===== config.mk =====
export PLATFORM = sky130hd
export DESIGN_NAME = irig_encoder
export DESIGN_NICKNAME = d
export VERILOG_FILES = /design/src/rtl/irig_encoder.sv
export SDC_FILE = /design/constraint.sdc
export NUM_CORES = 1
export LEC_CHECK = 0
export CAP_MARGIN = 30
export CORE_MARGIN = 5
export CORE_UTILIZATION = 55
export CTS_BUF_LIST = sky130_fd_sc_hd__clkbuf_4 sky130_fd_sc_hd__clkbuf_8
export DETAILED_ROUTE_END_ITERATION = 12
export DONT_BUFFER_PORTS = 1
export PLACE_DENSITY = 0.7
export SYNTH_ARGS = -nofsm -noshare
export SYNTH_HDL_FRONTEND = slang
export SYNTH_SLANG_ARGS = --single-unit

===== constraint.sdc =====
create_clock -name clk_10mhz -period 14.45 [get_ports clk_10mhz]
set_input_delay 2.1675 -clock clk_10mhz [delete_from_list [all_inputs] [get_ports clk_10mhz]]
set_output_delay 2.1675 -clock clk_10mhz [all_outputs]
set_load 0.01 [all_outputs]

===== src/rtl/irig_encoder.sv =====
// IRIG-B DC level-shift time-code generator.
// Keeps the time of the next frame, emits one 100-bit frame per second on irigb and
// a one-clock pps strobe on the rising edge of each frame's reference marker (bit 0).
module irig_encoder #(
    parameter int unsigned CLKS_PER_MS = 10000
) (
    input  logic       clk_10mhz,
    input  logic       rst,
    input  logic       enable,
    input  logic       load,
    input  logic [5:0] ld_sec,
    input  logic [5:0] ld_min,
    input  logic [4:0] ld_hour,
    input  logic [8:0] ld_day,
    input  logic [6:0] ld_year,
    output logic       load_err,
    output logic       irigb,
    output logic       pps,
    output logic       active,
    output logic [6:0] bit_idx
);

    localparam int unsigned BIT_CLKS = 10 * CLKS_PER_MS;
    localparam int unsigned CW       = $clog2(BIT_CLKS);
    localparam logic [CW-1:0] CNT_LAST = CW'(BIT_CLKS - 1);
    localparam logic [CW-1:0] W_ZERO   = CW'(2 * CLKS_PER_MS);
    localparam logic [CW-1:0] W_ONE    = CW'(5 * CLKS_PER_MS);
    localparam logic [CW-1:0] W_MARK   = CW'(8 * CLKS_PER_MS);

    typedef enum logic {IDLE, RUN} state_t;

    typedef struct packed {
        logic [6:0] year;
        logic [8:0] day;
        logic [4:0] hour;
        logic [5:0] mins;
        logic [5:0] sec;
    } tod_t;

    localparam tod_t RESET_TOD = '{year: 7'd0, day: 9'd1, hour: 5'd0, mins: 6'd0, sec: 6'd0};

    state_t          state_q, state_d;
    logic [CW-1:0]   cnt_q, cnt_d;
    logic [6:0]      bit_q, bit_d;
    logic            irigb_q, irigb_d;
    logic            pps_q, pps_d;
    logic            load_err_q;
    tod_t            time_q;
    tod_t            frame_q;
    logic            start;
    logic            ld_valid;
    tod_t            ld_t;
    tod_t            snap;
    logic [99:0]     data_bits;

    // Advance a time-of-year value by one second with full calendar rollover.
    function automatic tod_t tod_inc(input tod_t t);
        tod_t r;
        r = t;
        if (t.sec != 6'd59) begin
            r.sec = t.sec + 6'd1;
        end else begin
            r.sec = '0;
            if (t.mins != 6'd59) begin
                r.mins = t.mins + 6'd1;
            end else begin
                r.mins = '0;
                if (t.hour != 5'd23) begin
                    r.hour = t.hour + 5'd1;
                end else begin
                    r.hour = '0;
                    if (t.day < ((t.year[1:0] == 2'b00) ? 9'd366 : 9'd365)) begin
                        r.day = t.day + 9'd1;
                    end else begin
                        r.day  = 9'd1;
                        r.year = (t.year >= 7'd99) ? '0 : t.year + 7'd1;
                    end
                end
            end
        end
        return r;
    endfunction

    function automatic logic [3:0] d_ones(input logic [8:0] v);
        return 4'(v % 9'd10);
    endfunction

    function automatic logic [3:0] d_tens(input logic [8:0] v);
        return 4'((v / 9'd10) % 9'd10);
    endfunction

    function automatic logic [3:0] d_hund(input logic [8:0] v);
        return 4'(v / 9'd100);
    endfunction

    // High time of a bit: position markers are fixed, data bits come from the frame map.
    function automatic logic [CW-1:0] bit_width(input logic [6:0] b, input logic [99:0] db);
        if (b == 7'd0 || (b % 7'd10) == 7'd9) return W_MARK;
        else if (db[b])                        return W_ONE;
        else                                   return W_ZERO;
    endfunction

    assign ld_t = {ld_year, ld_day, ld_hour, ld_min, ld_sec};

    // Range-check a load request against the calendar of its own year.
    always_comb begin
        ld_valid = (ld_sec <= 6'd59) && (ld_min <= 6'd59) && (ld_hour <= 5'd23) &&
                   (ld_day != 9'd0) && (ld_day <= 9'd366) && (ld_year <= 7'd99) &&
                   !((ld_day == 9'd366) && (ld_year[1:0] != 2'b00));
        snap = (load && ld_valid) ? ld_t : time_q;
    end

    // BCD data bits of the frame being transmitted, LSB first within each digit.
    always_comb begin
        data_bits        = '0;
        data_bits[4:1]   = d_ones(9'(frame_q.sec));
        data_bits[8:6]   = 3'(d_tens(9'(frame_q.sec)));
        data_bits[13:10] = d_ones(9'(frame_q.mins));
        data_bits[17:15] = 3'(d_tens(9'(frame_q.mins)));
        data_bits[23:20] = d_ones(9'(frame_q.hour));
        data_bits[26:25] = 2'(d_tens(9'(frame_q.hour)));
        data_bits[33:30] = d_ones(frame_q.day);
        data_bits[38:35] = d_tens(frame_q.day);
        data_bits[41:40] = 2'(d_hund(frame_q.day));
        data_bits[53:50] = d_ones(9'(frame_q.year));
        data_bits[58:55] = d_tens(9'(frame_q.year));
    end

    // Next-state logic: bit timing, frame sequencing and the registered output levels.
    always_comb begin
        state_d = state_q;
        cnt_d   = cnt_q;
        bit_d   = bit_q;
        start   = 1'b0;
        case (state_q)
            IDLE: begin
                if (enable) begin
                    state_d = RUN;
                    cnt_d   = '0;
                    bit_d   = '0;
                    start   = 1'b1;
                end
            end
            RUN: begin
                if (cnt_q == CNT_LAST) begin
                    cnt_d = '0;
                    if (bit_q == 7'd99) begin
                        bit_d = '0;
                        if (enable) start = 1'b1;
                        else        state_d = IDLE;
                    end else begin
                        bit_d = bit_q + 7'd1;
                    end
                end else begin
                    cnt_d = cnt_q + CW'(1);
                end
            end
            default: state_d = IDLE;
        endcase
        // Outputs are computed from the next counter values so they switch on the same edge.
        irigb_d = (state_d == RUN) && (cnt_d < bit_width(bit_d, data_bits));
        pps_d   = start;
    end

    // Sequencer state and output registers.
    always_ff @(posedge clk_10mhz or posedge rst) begin
        if (rst) begin
            state_q <= IDLE;
            cnt_q   <= '0;
            bit_q   <= '0;
            irigb_q <= 1'b0;
            pps_q   <= 1'b0;
        end else begin
            state_q <= state_d;
            cnt_q   <= cnt_d;
            bit_q   <= bit_d;
            irigb_q <= irigb_d;
            pps_q   <= pps_d;
        end
    end

    // Time-of-next-frame register, frame snapshot at frame start, and load handling.
    always_ff @(posedge clk_10mhz or posedge rst) begin
        if (rst) begin
            time_q     <= RESET_TOD;
            frame_q    <= RESET_TOD;
            load_err_q <= 1'b0;
        end else begin
            load_err_q <= load && !ld_valid;
            if (start) begin
                frame_q <= snap;
                time_q  <= tod_inc(snap);
            end else if (load && ld_valid) begin
                time_q <= ld_t;
            end
        end
    end

    assign irigb    = irigb_q;
    assign pps      = pps_q;
    assign active   = (state_q == RUN);
    assign bit_idx  = bit_q;
    assign load_err = load_err_q;

endmodule


* Yosys cells after proc, flatten, opt, wreduce, memory -nomap -nowiden
Index checks and enable logic that the tools add are counted.
** Operators by class
- Add/sub/neg operators :: 7
- Multiply operators :: 0
- Divide/modulo/power cells :: 17
- Magnitude comparators :: 9
- Eq/ne operators :: 7
- Shift-type cells :: 0
- Muxes and demuxes :: 30
- Bitwise gates (word level) :: 1
- Reductions and logical operators :: 17
** Operators with widths (count)
- $mux W33 :: 2
- $mod A9 B4 Y9 const B :: 6
- $mux W17 :: 3
- $mux W7 :: 5
- $pmux W17 S2 :: 1
- $mux W16 :: 2
- $mux W27 :: 1
- $mux W21 :: 1
- $div A6 B4 Y9 const B :: 2
- $mod A6 B4 Y9 const B :: 2
- $add A17 B1 Y17 const B :: 1
- $eq A17 B17 Y1 const B :: 1
- $lt A17 B17 Y1 :: 1
- $add A7 B1 Y7 const B :: 2
- $pmux W7 S2 :: 1
- $add A6 B1 Y6 const B :: 2
- $le A6 B6 Y1 const B :: 2
- $mux W6 :: 2
- $ne A6 B6 Y1 const B :: 2
- $logic_and A1 B1 Y1 :: 10
- $add A9 B1 Y9 const B :: 1
- $div A5 B4 Y9 const B :: 1
- $div A7 B4 Y9 const B :: 1
- $div A9 B4 Y9 const B :: 1
- other kinds (28) :: 35
** Word-level totals
- Register bits :: 94
- Bits in latches :: 0
- Memory bits (writable) :: 0
- ROM bits :: 0
- Input bits :: 37
- Output and inout port bits :: 11
- Word-level logic and storage cells :: 104
- Memories :: 0

* Longest topological paths before layout
- Word-level depth :: 17
- Mapped depth :: 39
- Mapped depth without buffers :: 36

* Worst setup path before layout
OpenSTA, ideal clock, no wires.
- Path kind :: reg2reg
- Start :: register frame_q[24] (netlist name)
- End :: register irigb_q, in the netlist irigb
- Library setup time :: 66 ps
- Data arrival time :: 7474 ps
- Required time :: 14384 ps
- Slack :: 6910 ps
- Cell stages (with the launch flop) :: 38
- Buffers on the path :: 2
- Period minus slack after synthesis :: 7540 ps
- Path through :: dfrtp_1 -> buf_2 -> buf_2 -> or4b_2 -> a21oi_1 -> or3_1 -> a21oi_1 -> o21a_1 -> ha_1 -> o21bai_1 -> o32ai_1 -> nor2_1 -> xnor2_1 -> ha_1 -> nor2_1 -> o211ai_1 -> and3_1 -> nor2_1 -> (+2 left out) -> a21oi_1 -> o41ai_1 -> and3_1 -> o21ai_0 -> and2_1 -> a221o_1 -> ha_1 -> a21o_1 -> a21o_1 -> a21oi_1 -> nor2b_1 -> o21ai_0 -> nand2b_1 -> a21o_1 -> a2111oi_0 -> nand2b_1 -> nor2b_1 -> a221o_1
** On the way
- Word-level cells in the longest chain between the ends :: 8
- Elaborated cells on any way between the ends :: 10
- Those cells by class :: div (4); order compare (1); mux (4); reduce/logical (1)
** Ends and longest elaborated chain
- start: declaration :: RTL line 49 : tod_t frame_q;
- start signal: assignment :: RTL line 191 : frame_q <= snap;
- $div A9 B4 Y9 :: RTL line 89 : return 4'((v / 9'd10) % 9'd10);
- $mod A9 B4 Y9 :: RTL line 89
- $bmux W1 S7 * :: RTL line 99 : else if (db[b]) return W_ONE;
- $mux W1 (implied by the code) * :: RTL line 99
- $mux W16 * :: RTL line 99
- $mux W17 * :: RTL line 98 : if (b == 7'd0 || (b % 7'd10) == 7'd9) return W_MARK;
- $lt A17 B17 Y1 * :: RTL line 161 : irigb_d = (state_d == RUN) && (cnt_d < bit_width(bit_d, data_bits));
- $logic_and A1 B1 Y1 * :: RTL line 161
- named net irigb_d :: RTL line 45 : logic irigb_q, irigb_d;
- end signal: assignment :: RTL line 177 : irigb_q <= irigb_d;
- end: declaration :: RTL line 45
The timed path passes the listed nets; every way through them passes the cells marked *. The select of a mux whose other input is x is not followed.
A chain may end at the register's enable or synchronous reset.

* Worst setup path in the final report
- Start :: register frame_q[23] (netlist name)
- End :: register irigb_q, in the netlist irigb
Same word-level chain as after synthesis.

==> qor.yml <==
cts_max_level: 3
top_library_cells_by_usage_in_the_layout_fill_and_taps_aside: "115 x sky130_fd_sc_hd__nand2_1, 99 x sky130_fd_sc_hd__o21ai_0, 92 x sky130_fd_sc_hd__dfrtp_1, 82 x sky130_fd_sc_hd__nor2_1, 51 x sky130_fd_sc_hd__a21oi_1"
number_of_iterations_in_the_first_detailed_routing_pass: 6
synthesis.nets: 1180
grt_antenna_before_repair: 0
critical_path_arrival_ns: 9.15
finalSetupTns_ns: 0
status: "finished, final reports clean"
setup.worst_path.end_class: "flip-flop"
layout.nets: 1141
count_of_standard_cell_rows: 46
final.hold.worst_slack_ns: 0.523
power.static_leakage_nw: 3.82
timing.critical_path.slowest_stage_cell: "sky130_fd_sc_hd__dfrtp_1"
placeableCoreArea_sq_um: 15800
synth-seq-area-share: 0.269
top_post_synthesis_cells_by_area: "sky130_fd_sc_hd__dfrtp_1 26%, sky130_fd_sc_hd__ha_1 6.4%, sky130_fd_sc_hd__o21ai_0 5.7%"
yosys.area_share.xor_xnor: 0.0330
hpwlAfterDp_um: 15700
crit_path_most_repeated_cell: "sky130_fd_sc_hd__ha_1"
mostFrequentLayoutCell: "sky130_fd_sc_hd__nand2_1"
synth_enable_flop_cells: 0
clk-insertion-delay-late_ns: 0.38
clk_pin_slew_worst_paths_ns: 0.09
leftover_overflow_at_the_end_of_global_routing: 0
post_synth_and_or_nand_nor_area_fraction: 0.237
holdBufCountCts: 0
multiInputGateArea_sq_um: 5930
post_synth.cell_area_avg_sq_um: 7.98
yosys_warnings: 0
drive_above_1_share: 0.0714
area.growth.synth_to_final_pct: 2.96
buffers_on_ports: 0
ctsLongestPathBuffers: 2
post_synth_num_cell_types: 100
pwr_density_cell_nw_per_um2: 62.6
number_of_max_capacitance_violations_reported: 0
number_of_pins_with_negative_max_slew_slack_in_the_final_report: 0
holdCritPathClass: "reg2reg"
setup_cp_type: "reg2reg"
floorplan.die.height_um: 136
grt_usage: 0.236
power.total_uw: 565
timing.critical_path.max_delay_family: "compound AO/OA/AOI/OAI gates"
route.antenna.remaining_nets: 0
fillCellCount: 1467
synth_top_area_frac: 0.263
period_minus_slack_ns: 8.84
drt-initial-drc-count: 703
max-slew-margin-rel: 0.349
path_max_fanout: 28
max_freq_mhz: 113
worst_clock_skew_ns: 0.0109
synth.mux.area_fraction: 0.0561
finalWirelength_um: 21100
ir_drop_v: 0.0000666
crit_path_start_kind: "flip-flop"
clock_tree.root_cell: "sky130_fd_sc_hd__clkbuf_8"
postSynthRegisterBits: 94
place.gp.congestion: 0.878
synthesized_netlist_cell_count: 1098
grt_first_pass_wirelength_um: 36500
combinational_family_with_the_most_area_after_synthesis: "compound AO/OA/AOI/OAI gates"
yosysTopAreaCell: "sky130_fd_sc_hd__dfrtp_1"
timing.critical_path.buf_inv: 0
required_time_of_the_critical_path_ns: 14.77
dieArea_sq_um: 18500
first_global_vias: 7442
synth_flop_cell: "sky130_fd_sc_hd__dfrtp_1"
grt_start_max_net_pins: 69
viasPerCell: 6.25
tritoncts: "built"
floorplan.initialDensity: 0.555
final_util: 0.572
post_cts_resized: 0
final-seq-area_sq_um: 2350
rsz_0062_raised_after_global_routing: "no"
cts-buffers-inserted: 9
post_cts.repair.setup_buffers: 0
finalHoldViolCount: 0
synth-async-reset-ratio: 1.00
syn_area_sq_um: 8760
layout_worst_path_cycle_share: 0.611
cts_sinks: 94
tightestPinTransition_ns: 0.973
synth_area_in_compound_gates: 0.284
io_pins: 48
routed-via-count: 7996
n_antenna_cell: 0
max_stage_delay_ns: 0.83
count_of_final_setup_violators: 0
synth_fa_ha_area_frac: 0.0667
floorplan_die_width_um: 136
wire_per_inst_um: 16.5
drc_errors: 0
==> report_power, final <==
group	switching [mW]	leakage [nW]	internal [mW]
logic	0.0655	2.57	0.0404
clock network	0.0969	0.0905	0.0669
registers	0.0110	1.16	0.284
total	0.173	3.82	0.391
==> worst reg2reg max path: cells and delay by family, from the launching register on <==
family | cells | cell delay [ns]
AO/OA/AOI/OAI | 18 | 3.99
AND/OR/NAND/NOR | 13 | 2.49
XOR/XNOR | 1 | 0.53
flip-flops | 1 | 0.83
adder cells (fa/ha/maj) | 4 | 0.96
==> metrics by stage <==
step	setup WS (ns)	area (sq um)	cells
after floorplan	6.91	8760	1098
after global placement	6.01	8840	1264
after detailed placement	5.75	8840	1264
after CTS	5.68	9020	1280
after global routing	4.66	9020	1280
final	5.61	9020	1280
==> cell type report <==
cell class / count / share of cell area
multi-input combinational: 887 / 0.658
sequential: 94 / 0.261
tap: 216 / 0.0300
inverter: 59 / 0.0248
clock buffer: 11 / 0.0154
timing repair buffer: 8 / 0.00666
clock inverter: 5 / 0.00389
==> state kept, by name (all words and copies together), names as in the netlist <==
| signal | flops |
|---|---|
| active | 1 |
| bit_idx | 7 |
| cnt_q | 17 |
| frame_q | 33 |
| irigb | 1 |
| load_err | 1 |
| pps | 1 |
| time_q | 33 |
==> logic make-up (layout without fill, tap and decap cells) <==
family                   count (synthesis)  count (layout)
AO/OA/AOI/OAI                          363             363
AND/OR/NAND/NOR                        396             396
adder cells (fa/ha/maj)                 47              47
XOR/XNOR                                33              33
multiplexers                            48              48
buffers and inverters                  117              83
flip-flops                              94              94
==> cell usage after synthesis (21+ instances only) <==
cell / n
sky130_fd_sc_hd__a21oi_1: 51
sky130_fd_sc_hd__clkbuf_1: 35
sky130_fd_sc_hd__ha_1: 45
sky130_fd_sc_hd__nand3_1: 26
sky130_fd_sc_hd__o21ai_0: 99
sky130_fd_sc_hd__mux2i_1: 39
sky130_fd_sc_hd__nor3_1: 24
sky130_fd_sc_hd__nor2b_1: 21
sky130_fd_sc_hd__nand2_1: 116
sky130_fd_sc_hd__dfrtp_1: 92
sky130_fd_sc_hd__inv_1: 49
sky130_fd_sc_hd__xnor2_1: 22
sky130_fd_sc_hd__nor2_1: 82
==> final timing paths <==
path                        startpoint          end  slack (ns)  cells past startpoint
max in group asynchronous          rst  frame_q[24]       11.68                      2
hold / removal             frame_q[13]  frame_q[13]        0.52                      2
setup / recovery           frame_q[23]        irigb        5.61                     36
min in group asynchronous          rst    time_q[1]        1.68                      1
setup reg to reg           frame_q[23]        irigb        5.61                     36
hold reg to reg            frame_q[13]  frame_q[13]        0.52                      2
==> routing by layer <==
| metal | vias up | part of all wire | track usage |
|---|---|---|---|
| li1 | 3992 | - | - |
| met1 | 3785 | 0.47 | 0.324 |
| met2 | 182 | 0.46 | 0.377 |
| met3 | 37 | 0.044 | 0.0403 |
| met4 | 0 | 0.020 | 0.0784 |
| met5 | - | 0 | 0 |
No activity file was read; power rests on OpenSTA's default activity.
